### config.mk
export PLATFORM = sky130hd
export DESIGN_NAME = fir_filter_mc
export DESIGN_NICKNAME = d
export VERILOG_FILES = /design/src/rtl/fir_filter_pkg.sv /design/src/rtl/fir_mac.sv /design/src/rtl/fir_filter_mc.sv
export SDC_FILE = /design/constraint.sdc
export NUM_CORES = 2
export LEC_CHECK = 0
export ABC_AREA = 1
export BUFFER_PORTS_ARGS = -buffer_cell sky130_fd_sc_hd__buf_4
export CORE_ASPECT_RATIO = 1.4
export CORE_MARGIN = 5
export CORE_UTILIZATION = 35
export CTS_CLUSTER_DIAMETER = 30
export DETAILED_ROUTE_END_ITERATION = 12
export GPL_ROUTABILITY_DRIVEN = 0
export HOLD_SLACK_MARGIN = 0.02
export MAX_ROUTING_LAYER = met4
export PLACE_DENSITY = 0.48
export SYNTH_ARGS = -nofsm -noshare
export SYNTH_HDL_FRONTEND = slang
export SYNTH_SLANG_ARGS = --single-unit
### constraint.sdc
create_clock -name CLOCK_50 -period 8.6 [get_ports CLOCK_50]
set_input_delay 1.29 -clock CLOCK_50 [delete_from_list [all_inputs] [get_ports CLOCK_50]]
set_output_delay 1.29 -clock CLOCK_50 [all_outputs]
set_load 0.02 [all_outputs]
### src/rtl/fir_filter_pkg.sv
// Shared types and constants for the multi-channel FIR filter.
// Holds the FSM state enum, mode encodings and accumulator sizing helpers.
package fir_filter_pkg;

   typedef enum logic [1:0] {
      ST_IDLE = 2'd0,
      ST_MAC  = 2'd1,
      ST_OUT  = 2'd2
   } state_t;

   localparam logic MODE_AVG = 1'b0;
   localparam logic MODE_FIR = 1'b1;

   // Headroom bit so the rounding add cannot wrap the accumulator.
   localparam int RND_GUARD_W = 1;

   // Full-precision accumulator width: product bits plus tap growth.
   function automatic int acc_width(input int dw, input int cw,
                                    input int taps);
      return dw + cw + $clog2(taps);
   endfunction

endpackage

### src/rtl/fir_mac.sv
// Signed multiply-accumulate with synchronous clear and enable.
// clr alone zeroes acc; clr with en loads a*b; en alone adds a*b.
module fir_mac
   import fir_filter_pkg::*;
#(
   parameter int A_W   = 24,
   parameter int B_W   = 16,
   parameter int ACC_W = 43
) (
   input  logic                    clk,
   input  logic                    rst_n,
   input  logic                    clr,
   input  logic                    en,
   input  logic signed [A_W-1:0]   a,
   input  logic signed [B_W-1:0]   b,
   output logic signed [ACC_W-1:0] acc
);

   logic signed [A_W+B_W-1:0] prod;
   logic signed [ACC_W-1:0]   prod_x;
   logic signed [ACC_W-1:0]   base;
   logic signed [ACC_W-1:0]   acc_d;
   logic signed [ACC_W-1:0]   acc_q;

   always_comb begin
      prod   = a * b;
      prod_x = ACC_W'(prod);
      base   = clr ? '0 : acc_q;
      acc_d  = acc_q;
      if (en) begin
         acc_d = base + prod_x;
      end else if (clr) begin
         acc_d = '0;
      end
   end

   always_ff @(posedge clk or negedge rst_n) begin
      if (!rst_n) begin
         acc_q <= '0;
      end else begin
         acc_q <= acc_d;
      end
   end

   assign acc = acc_q;

endmodule

### src/rtl/fir_filter_mc.sv
// Multi-channel time-multiplexed FIR / moving-average filter, one MAC.
// Ports: CLOCK_50/reset, in_* and out_* valid/ready streams, mode, coef_*, flush, busy.
module fir_filter_mc
   import fir_filter_pkg::*;
#(
   parameter int DATA_W   = 24,
   parameter int COEF_W   = 16,
   parameter int TAPS     = 8,
   parameter int CHANNELS = 2
) (
   input  logic                         CLOCK_50,
   input  logic                         reset,
   input  logic [CHANNELS*DATA_W-1:0]   in_data,
   input  logic                         in_valid,
   output logic                         in_ready,
   output logic [CHANNELS*DATA_W-1:0]   out_data,
   output logic                         out_valid,
   input  logic                         out_ready,
   input  logic                         mode,
   input  logic                         coef_we,
   input  logic [$clog2(TAPS)-1:0]      coef_addr,
   input  logic signed [COEF_W-1:0]     coef_wdata,
   input  logic                         flush,
   output logic                         busy
);

   localparam int LOG2T = $clog2(TAPS);
   localparam int N     = TAPS * CHANNELS;
   localparam int CNT_W = $clog2(N + 1);
   localparam int CH_W  = (CHANNELS > 1) ? $clog2(CHANNELS) : 1;
   localparam int ACC_W = acc_width(DATA_W, COEF_W, TAPS);
   localparam int EXT_W = ACC_W + RND_GUARD_W;

   localparam logic signed [EXT_W-1:0] RND =
      EXT_W'(longint'(1) <<< (COEF_W - 2));
   localparam logic signed [EXT_W-1:0] SAT_HI =
      EXT_W'((longint'(1) <<< (DATA_W - 1)) - 1);
   localparam logic signed [EXT_W-1:0] SAT_LO =
      EXT_W'(-(longint'(1) <<< (DATA_W - 1)));
   localparam logic signed [COEF_W-1:0] COEF_ONE_Q =
      COEF_W'((longint'(1) <<< (COEF_W - 1)) - 1);
   localparam logic signed [COEF_W-1:0] COEF_UNIT = COEF_W'(1);

   state_t                     state_q, state_d;
   logic [CNT_W-1:0]           cnt_q, cnt_d;
   logic                       mode_q, mode_d;
   logic signed [DATA_W-1:0]   dl_q [CHANNELS][TAPS];
   logic signed [DATA_W-1:0]   dl_d [CHANNELS][TAPS];
   logic signed [COEF_W-1:0]   coef_q [TAPS];
   logic signed [COEF_W-1:0]   coef_d [TAPS];
   logic signed [ACC_W-1:0]    sum_q [CHANNELS];
   logic signed [ACC_W-1:0]    sum_d [CHANNELS];
   logic [CHANNELS*DATA_W-1:0] out_q, out_d;
   logic                       out_valid_q, out_valid_d;

   logic                       accept;
   logic                       mac_run;
   logic                       mac_done;
   logic                       mac_en;
   logic                       mac_clr;
   logic [LOG2T-1:0]           tap_idx;
   logic [CH_W-1:0]            ch_idx;
   logic [CH_W-1:0]            prev_ch;
   logic signed [DATA_W-1:0]   mac_a;
   logic signed [COEF_W-1:0]   mac_b;
   logic signed [ACC_W-1:0]    acc;
   logic [CHANNELS*DATA_W-1:0] shaped;

   // Round/saturate for FIR mode, floor-average for boxcar mode.
   function automatic logic signed [DATA_W-1:0] shape(
      input logic signed [ACC_W-1:0] a,
      input logic                    m
   );
      logic signed [EXT_W-1:0] t;
      logic signed [EXT_W-1:0] s;
      logic signed [ACC_W-1:0] avg;
      t   = EXT_W'(a) + RND;
      s   = t >>> (COEF_W - 1);
      avg = a >>> LOG2T;
      if (m == MODE_AVG) begin
         shape = DATA_W'(avg);
      end else if (s > SAT_HI) begin
         shape = DATA_W'(SAT_HI);
      end else if (s < SAT_LO) begin
         shape = DATA_W'(SAT_LO);
      end else begin
         shape = DATA_W'(s);
      end
   endfunction

   assign accept    = in_valid && (state_q == ST_IDLE);
   assign in_ready  = (state_q == ST_IDLE);
   assign busy      = (state_q != ST_IDLE);
   assign out_data  = out_q;
   assign out_valid = out_valid_q;

   // cnt walks channel-major: high bits pick channel, low bits pick tap.
   // cnt == N is the drain cycle where the last channel's sum settles.
   always_comb begin
      tap_idx  = cnt_q[LOG2T-1:0];
      ch_idx   = cnt_q[LOG2T +: CH_W];
      prev_ch  = ch_idx - 1'b1;
      mac_run  = (state_q == ST_MAC) && (cnt_q != CNT_W'(N));
      mac_done = (state_q == ST_MAC) && (cnt_q == CNT_W'(N));
      mac_en   = mac_run;
      mac_clr  = accept || (mac_run && (tap_idx == '0));
      mac_a    = dl_q[ch_idx][tap_idx];
      mac_b    = (mode_q == MODE_FIR) ? coef_q[tap_idx] : COEF_UNIT;
   end

   fir_mac #(
      .A_W   (DATA_W),
      .B_W   (COEF_W),
      .ACC_W (ACC_W)
   ) u_mac (
      .clk   (CLOCK_50),
      .rst_n (reset),
      .clr   (mac_clr),
      .en    (mac_en),
      .a     (mac_a),
      .b     (mac_b),
      .acc   (acc)
   );

   // The last channel's sum is still in the accumulator at drain time.
   always_comb begin
      shaped = '0;
      for (int c = 0; c < CHANNELS; c++) begin
         if (c == CHANNELS - 1) begin
            shaped[c*DATA_W +: DATA_W] = shape(acc, mode_q);
         end else begin
            shaped[c*DATA_W +: DATA_W] = shape(sum_q[c], mode_q);
         end
      end
   end

   always_comb begin
      state_d     = state_q;
      cnt_d       = cnt_q;
      mode_d      = mode_q;
      out_d       = out_q;
      out_valid_d = out_valid_q;
      dl_d        = dl_q;
      coef_d      = coef_q;
      sum_d       = sum_q;
      unique case (state_q)
         ST_IDLE: begin
            if (coef_we) begin
               coef_d[coef_addr] = coef_wdata;
            end
            if (flush) begin
               for (int c = 0; c < CHANNELS; c++) begin
                  for (int t = 0; t < TAPS; t++) begin
                     dl_d[c][t] = '0;
                  end
               end
            end
            if (accept) begin
               for (int c = 0; c < CHANNELS; c++) begin
                  for (int t = TAPS - 1; t > 0; t--) begin
                     dl_d[c][t] = flush ? '0 : dl_q[c][t-1];
                  end
                  dl_d[c][0] = in_data[c*DATA_W +: DATA_W];
               end
               mode_d  = mode;
               cnt_d   = '0;
               state_d = ST_MAC;
            end
         end
         ST_MAC: begin
            // A channel boundary means acc holds the previous channel's sum.
            if ((cnt_q != '0) && (tap_idx == '0)) begin
               sum_d[prev_ch] = acc;
            end
            if (mac_done) begin
               out_d       = shaped;
               out_valid_d = 1'b1;
               state_d     = ST_OUT;
            end else begin
               cnt_d = cnt_q + 1'b1;
            end
         end
         ST_OUT: begin
            if (out_ready) begin
               out_valid_d = 1'b0;
               state_d     = ST_IDLE;
            end
         end
         default: begin
            state_d = ST_IDLE;
         end
      endcase
   end

   always_ff @(posedge CLOCK_50 or negedge reset) begin
      if (!reset) begin
         state_q     <= ST_IDLE;
         cnt_q       <= '0;
         mode_q      <= MODE_AVG;
         out_q       <= '0;
         out_valid_q <= 1'b0;
         for (int c = 0; c < CHANNELS; c++) begin
            sum_q[c] <= '0;
            for (int t = 0; t < TAPS; t++) begin
               dl_q[c][t] <= '0;
            end
         end
         for (int t = 0; t < TAPS; t++) begin
            coef_q[t] <= (t == 0) ? COEF_ONE_Q : '0;
         end
      end else begin
         state_q     <= state_d;
         cnt_q       <= cnt_d;
         mode_q      <= mode_d;
         out_q       <= out_d;
         out_valid_q <= out_valid_d;
         sum_q       <= sum_d;
         dl_q        <= dl_d;
         coef_q      <= coef_d;
      end
   end

endmodule

# Yosys cells after proc, flatten, opt, wreduce, memory -nomap -nowiden
# Index checks and enable logic that the tools add are counted.
# word_totals
rom_bits	0
ramBits	0
output_inout_bits	51
regBits	698
mem_count	0
in_bits	74
word_cells	133
latchBits	0
# classes
order_cmp	10
n_reduce_logical	23
mux	50
n_div	0
n_addsub	5
n_mul	1
eq_ne	8
n_bitwise	4
shift	0
# ops
operator	n
2-to-1 mux 384 bit	2
2-to-1 mux 192 bit	3
2-to-1 mux 24 bit	22
2-to-1 mux 43 bit	3
bitwise mux 128 bit	1
adder 43 x 16 -> 44 bit, second input constant	2
bitwise mux 86 bit	1
binary-select mux 24 bit (select 3 bit)	1
2-to-1 mux 16 bit	4
> comparator 29 x 24 -> 1 bit, second input constant	2
< comparator 29 x 24 -> 1 bit, second input constant	2
binary-select mux 16 bit (select 3 bit)	1
demux 16 bit (select 3 bit)	1
adder 43 x 40 -> 43 bit	1
demux 43 bit (select 1 bit)	1
multiplier 24 x 16 -> 40 bit	1
2-to-1 mux 5 bit	2
one-hot mux 5 bit (2 select lines)	1
AND reduction 2 bit	5
AND reduction 3 bit	3
>= comparator 4 bit, second input constant	2
NOT 3 -> 4 bit	2
nonzero test 2 bit	4
logical AND 1 bit	7
other kinds (20)	27

# Depth between registers and ports, before layout
# depth
depth_word	10
mapped_depth	37
mapped_depth_nobuf	34

# Hierarchy
# A second synthesis with hierarchy kept.
# unflattened
hier_cells	6087
hier_area_um2	47905.9
# modules_own_cells
module	area_each_um2	cells_each	instances	seq_area_each_um2
fir_filter_mc	28760.1	3513	1	15258.4
fir_mac	19145.9	2574	1	1076.0

# Worst setup path after synthesis
# No wires, ideal clock.
# synth_timing
path_type	register to register
from	register cnt_q[0]
to	register u_mac.acc_q[42] (netlist: u_mac.acc[42])
path_stages_with_launch	32
setup_slack_ps	1765
arrival_time_ps	6717
setup_ps	118
required_ps	8482
path_buffers	3
period_less_slack_ps	6835
path_cell_list	dfrtp_1 > buf_2 > inv_2 > buf_2 > buf_2 > nor2_1 > o211ai_1 > o211ai_1 > or2_2 > fa_1 > inv_1 > fa_1 > inv_1 > fa_1 > inv_1 > fa_1 > inv_1 > fa_1 > fa_1 > inv_1 > ha_1 > nand2_1 > nor2_1 > nand2_1 > nor2_1 > nand4_1 > nor2_1 > nor2_1 > inv_1 > nand2_1 > nand3_1 > nand2_1
# synth_via
elab_chain_cells	8
word_cells_on_any_way	17
classes_between	1 x add/sub; 1 x mul; 1 x eq/ne; 9 x mux; 1 x bitwise; 4 x reduce/logical
# synth_lines
item	line	text
start, declared	fir_filter_mc.sv:45	logic [CNT_W-1:0] cnt_q, cnt_d;
start signal, assigned	fir_filter_mc.sv:213	cnt_q <= cnt_d;
NOT 3 -> 4 bit (not written as such)	fir_filter_mc.sv:107, fir_filter_mc.sv:108	
binary-select mux 16 bit (select 3 bit)	fir_filter_mc.sv:108	mac_b = (mode_q == MODE_FIR) ? coef_q[tap_idx] : COEF_UNIT;
2-to-1 mux 16 bit (not written as such) (2 in a row)	fir_filter_mc.sv:108	
2-to-1 mux 16 bit	fir_filter_mc.sv:108	
multiplier 24 x 16 -> 40 bit	fir_mac.sv:26	prod = a * b;
adder 43 x 40 -> 43 bit	fir_mac.sv:31	acc_d = base + prod_x;
2-to-1 mux 43 bit (*)	fir_mac.sv:30	if (en) begin
via u_mac.acc_d[42]	fir_mac.sv:22	logic signed [ACC_W-1:0] acc_d;
end signal, assigned	fir_mac.sv:39	acc_q <= '0;
end signal, assigned	fir_mac.sv:41	acc_q <= acc_d;
end, declared	fir_mac.sv:23	logic signed [ACC_W-1:0] acc_q;
# Mark *: on every way through the listed nets, which the timed path passes. The rest lies on a longest branch. The select of a mux whose other input is x is not followed.
# A chain may end at the register's enable or synchronous reset.

# Worst setup path in the final report
# layout_timing
from	register cnt_q[0]
to	register u_mac.acc_q[22] (netlist: u_mac.acc[22])
# Same word-level chain as after synthesis.

==> qor.yml <==
status:
  status: "completed"
setup_path:
  worstSetupEndpointType: "register"
  slowest_stage: "fa_1"
  max_stage_delay_ns: 0.55
  rr_worst_depth: 29
  required_ns: 9.23
  critPathKind: "reg2reg"
  critPathMaxFanout: 77
  critical_path_arrival_ns: 8.44
  cp-start-kind: "register"
timing:
  setup_violations: 0
  slew_viol_final: 0
  worst_slew_pin_slew_ns: 1.14
  tns_ns: 0
  max_freq_ghz: 0.128
  min_period_over_period_pct: 90.8
  finClkSkew_ns: 0.0336
  rsz0062_at_grt: "no"
  period_needed_ns: 7.80
  slew_headroom_pct: 24.1
  finalHoldViolCount: 0
  fin_ws_ns: 0.795
cts:
  numCtsBuffers: 143
  cts_tree: "yes"
  postCtsSetupRepairBufs: 0
  clock_sinks: 652
  cts-root-buf: "clkbuf_16"
  htree_levels: 4
  clockBufferDepth: 3
  clock_latency_ns: 0.78
  cts_resized: 0
  clk_pin_slew_ns: 0.05
  ctsHoldBuffers: 0
floorplan:
  io_pins: 125
  core_um2: 132000
  start_util_pct: 35.1
  row_count: 158
  die_w_um: 317
  die_area_um2: 140000
  dieHeight_um: 440
worst_hold_path:
  holdPathStages: 2
  hp-class: "reg2reg"
yosys:
  synth_cell_types: 47
  synthMuxAreaShare_pct: 0
  synth_compound_area_share_pct: 15.8
  synth_top_family_by_area: "adder cells"
  syn_area_per_cell_um2: 8.22
  syn-cell-area_um2: 46300
  ys_warn_count: 0
  synth_xor_area_share_pct: 0.852
  seq_area_frac_synth_pct: 35.3
  postSynthCellCount: 5630
  synth.area.top_cells: "dfrtp_1 34%, fa_1 19%, inv_1 8.5%"
  synthArstFlopShare_pct: 100
  yosys.area_share.adder_pct: 22.0
  synth_top_area_share_pct: 34.5
  synth_nets: 6258
  synthFlopType: "dfrtp_1"
  synth_edf_count: 0
  synth-seq-cells: 652
  synth-simple-area-share_pct: 14.8
  synth_largest_area_cell: "dfrtp_1"
detailed_routing:
  drc: 0
  wirelength_mm: 150
  ant_nets: 0
  drt_iter0_drc: 2394
  viasPerCell: 5.06
  num_vias: 38500
  first_pass_iters: 6
  wl_per_cell_um: 19.8
global_route:
  grt_pass1_vias: 40800
  grt-ovfl-total: 0
  grt_max_degree: 221
  antenna_found_initial: 1
  grt_pass1_wl_mm: 235
  grt_use_total_pct: 22.2
finish:
  diodes: 0
  fin_util_pct: 41.2
  nets: 6358
  layout-drive-gt1-share_pct: 9.76
  fillCellCount: 13500
  area_delta_synth_final_pct: 17.3
  mostFrequentLayoutCell: "inv_1"
  most-common-layout-cells: "1040 x inv_1, 863 x nand2_1, 633 x dfrtp_1, 529 x o21ai_0, 520 x nor2_1"
  design_area_um2: 54300
run:
  cap_violations: 0
placement:
  dp_hpwl_mm: 109
  pre_cts_ws_ns: 0.753
  placed_area_um2: 49300
  io_buffer_count: 124
==> flip-flops by register name (all words and copies together) (netlist names) <==
name       cells
state_q        2
dl_q         384
out_data      48
out_valid      1
coef_q       128
sum_q         40
mode_q         1
u_mac.acc     43
cnt_q          5
==> per-stage QoR <==
| stage | cells | hold slack [ns] |
|---|---|---|
| 2_1_floorplan | 5630 | 0.448 |
| 3_3_place_gp | 7345 | 0.460 |
| 3_5_place_dp | 7345 | 0.467 |
| 4_1_cts | 7601 | 0.480 |
| 5_1_grt | 7601 | 0.490 |
| 6_report | 7601 | 0.474 |
==> synthesized netlist by cell type, drive strengths merged (4+ instances only) <==
| library cell | instances |
|---|---|
| dfstp | 15 |
| o21ai | 543 |
| dfrtp | 637 |
| o22ai | 360 |
| nand2 | 870 |
| nand3b | 5 |
| nand4 | 17 |
| or2 | 5 |
| xor2 | 38 |
| fa | 431 |
| buf | 116 |
| inv | 1072 |
| ha | 123 |
| nor2 | 529 |
| clkbuf | 173 |
| nand3 | 227 |
| nor4 | 4 |
| a31oi | 5 |
| o211ai | 35 |
| nor3 | 29 |
| o21bai | 7 |
| a21boi | 4 |
| xnor2 | 7 |
| a21oi | 365 |
==> path summary, 6_finish.rpt <==
| kind | from | endpoint | slack (ns) |
|---|---|---|---|
| worst max register to register | cnt_q[0] | u_mac.acc[22] | 0.80 |
| worst min register to register | u_mac.acc[5] | sum_q[48] | 0.47 |
| max in group asynchronous | reset | cnt_q[0] | 6.36 |
| min in group asynchronous | reset | out_data[6] | 0.54 |
| worst min-delay path | u_mac.acc[5] | sum_q[48] | 0.47 |
| worst max-delay path | cnt_q[0] | u_mac.acc[22] | 0.80 |
==> layer usage <==
layer	routed length [um]	vias up	part of all wire, %	GRT usage, %
met5	0	-	0	-
met4	8170	0	5.4	11.1
met3	5710	399	3.8	3.37
met2	75600	930	50	37.7
met1	60800	19000	40	25.7
li1	-	18100	-	-
==> cell type report <==
| class | instances | area, um^2 | area share [%] |
|---|---|---|---|
| inverters | 1073 | 4040 | 7.44 |
| clock inverters | 76 | 987 | 1.82 |
| flip-flops and latches | 652 | 16300 | 30.1 |
| well taps | 1760 | 2200 | 4.06 |
| multi-input cells | 3616 | 24700 | 45.6 |
| clock buffers | 180 | 3940 | 7.26 |
| repair buffers | 244 | 2010 | 3.71 |
==> worst max-delay path: cells and delay by family (launching register included) <==
kind            cells  cell delay [ns]
flops               1             0.51
compound gates      6             1.15
simple gates        7             1.03
fa+ha+maj           7             3.41
buf+inv             9             1.50
==> logic make-up (layout without fill, tap and decap cells) <==
logic type | after synthesis | after routing
AND/OR/NAND/NOR | 1688 | 1688
buffers and inverters | 1362 | 1573
AO/OA/AOI/OAI | 1329 | 1329
flip-flops | 652 | 652
adder cells (fa/ha/maj) | 554 | 554
XOR/XNOR | 45 | 45
Power is left out: the tool's default activity adds up to more than one toggle a clock period on the data nets, which glitch-free logic cannot reach.
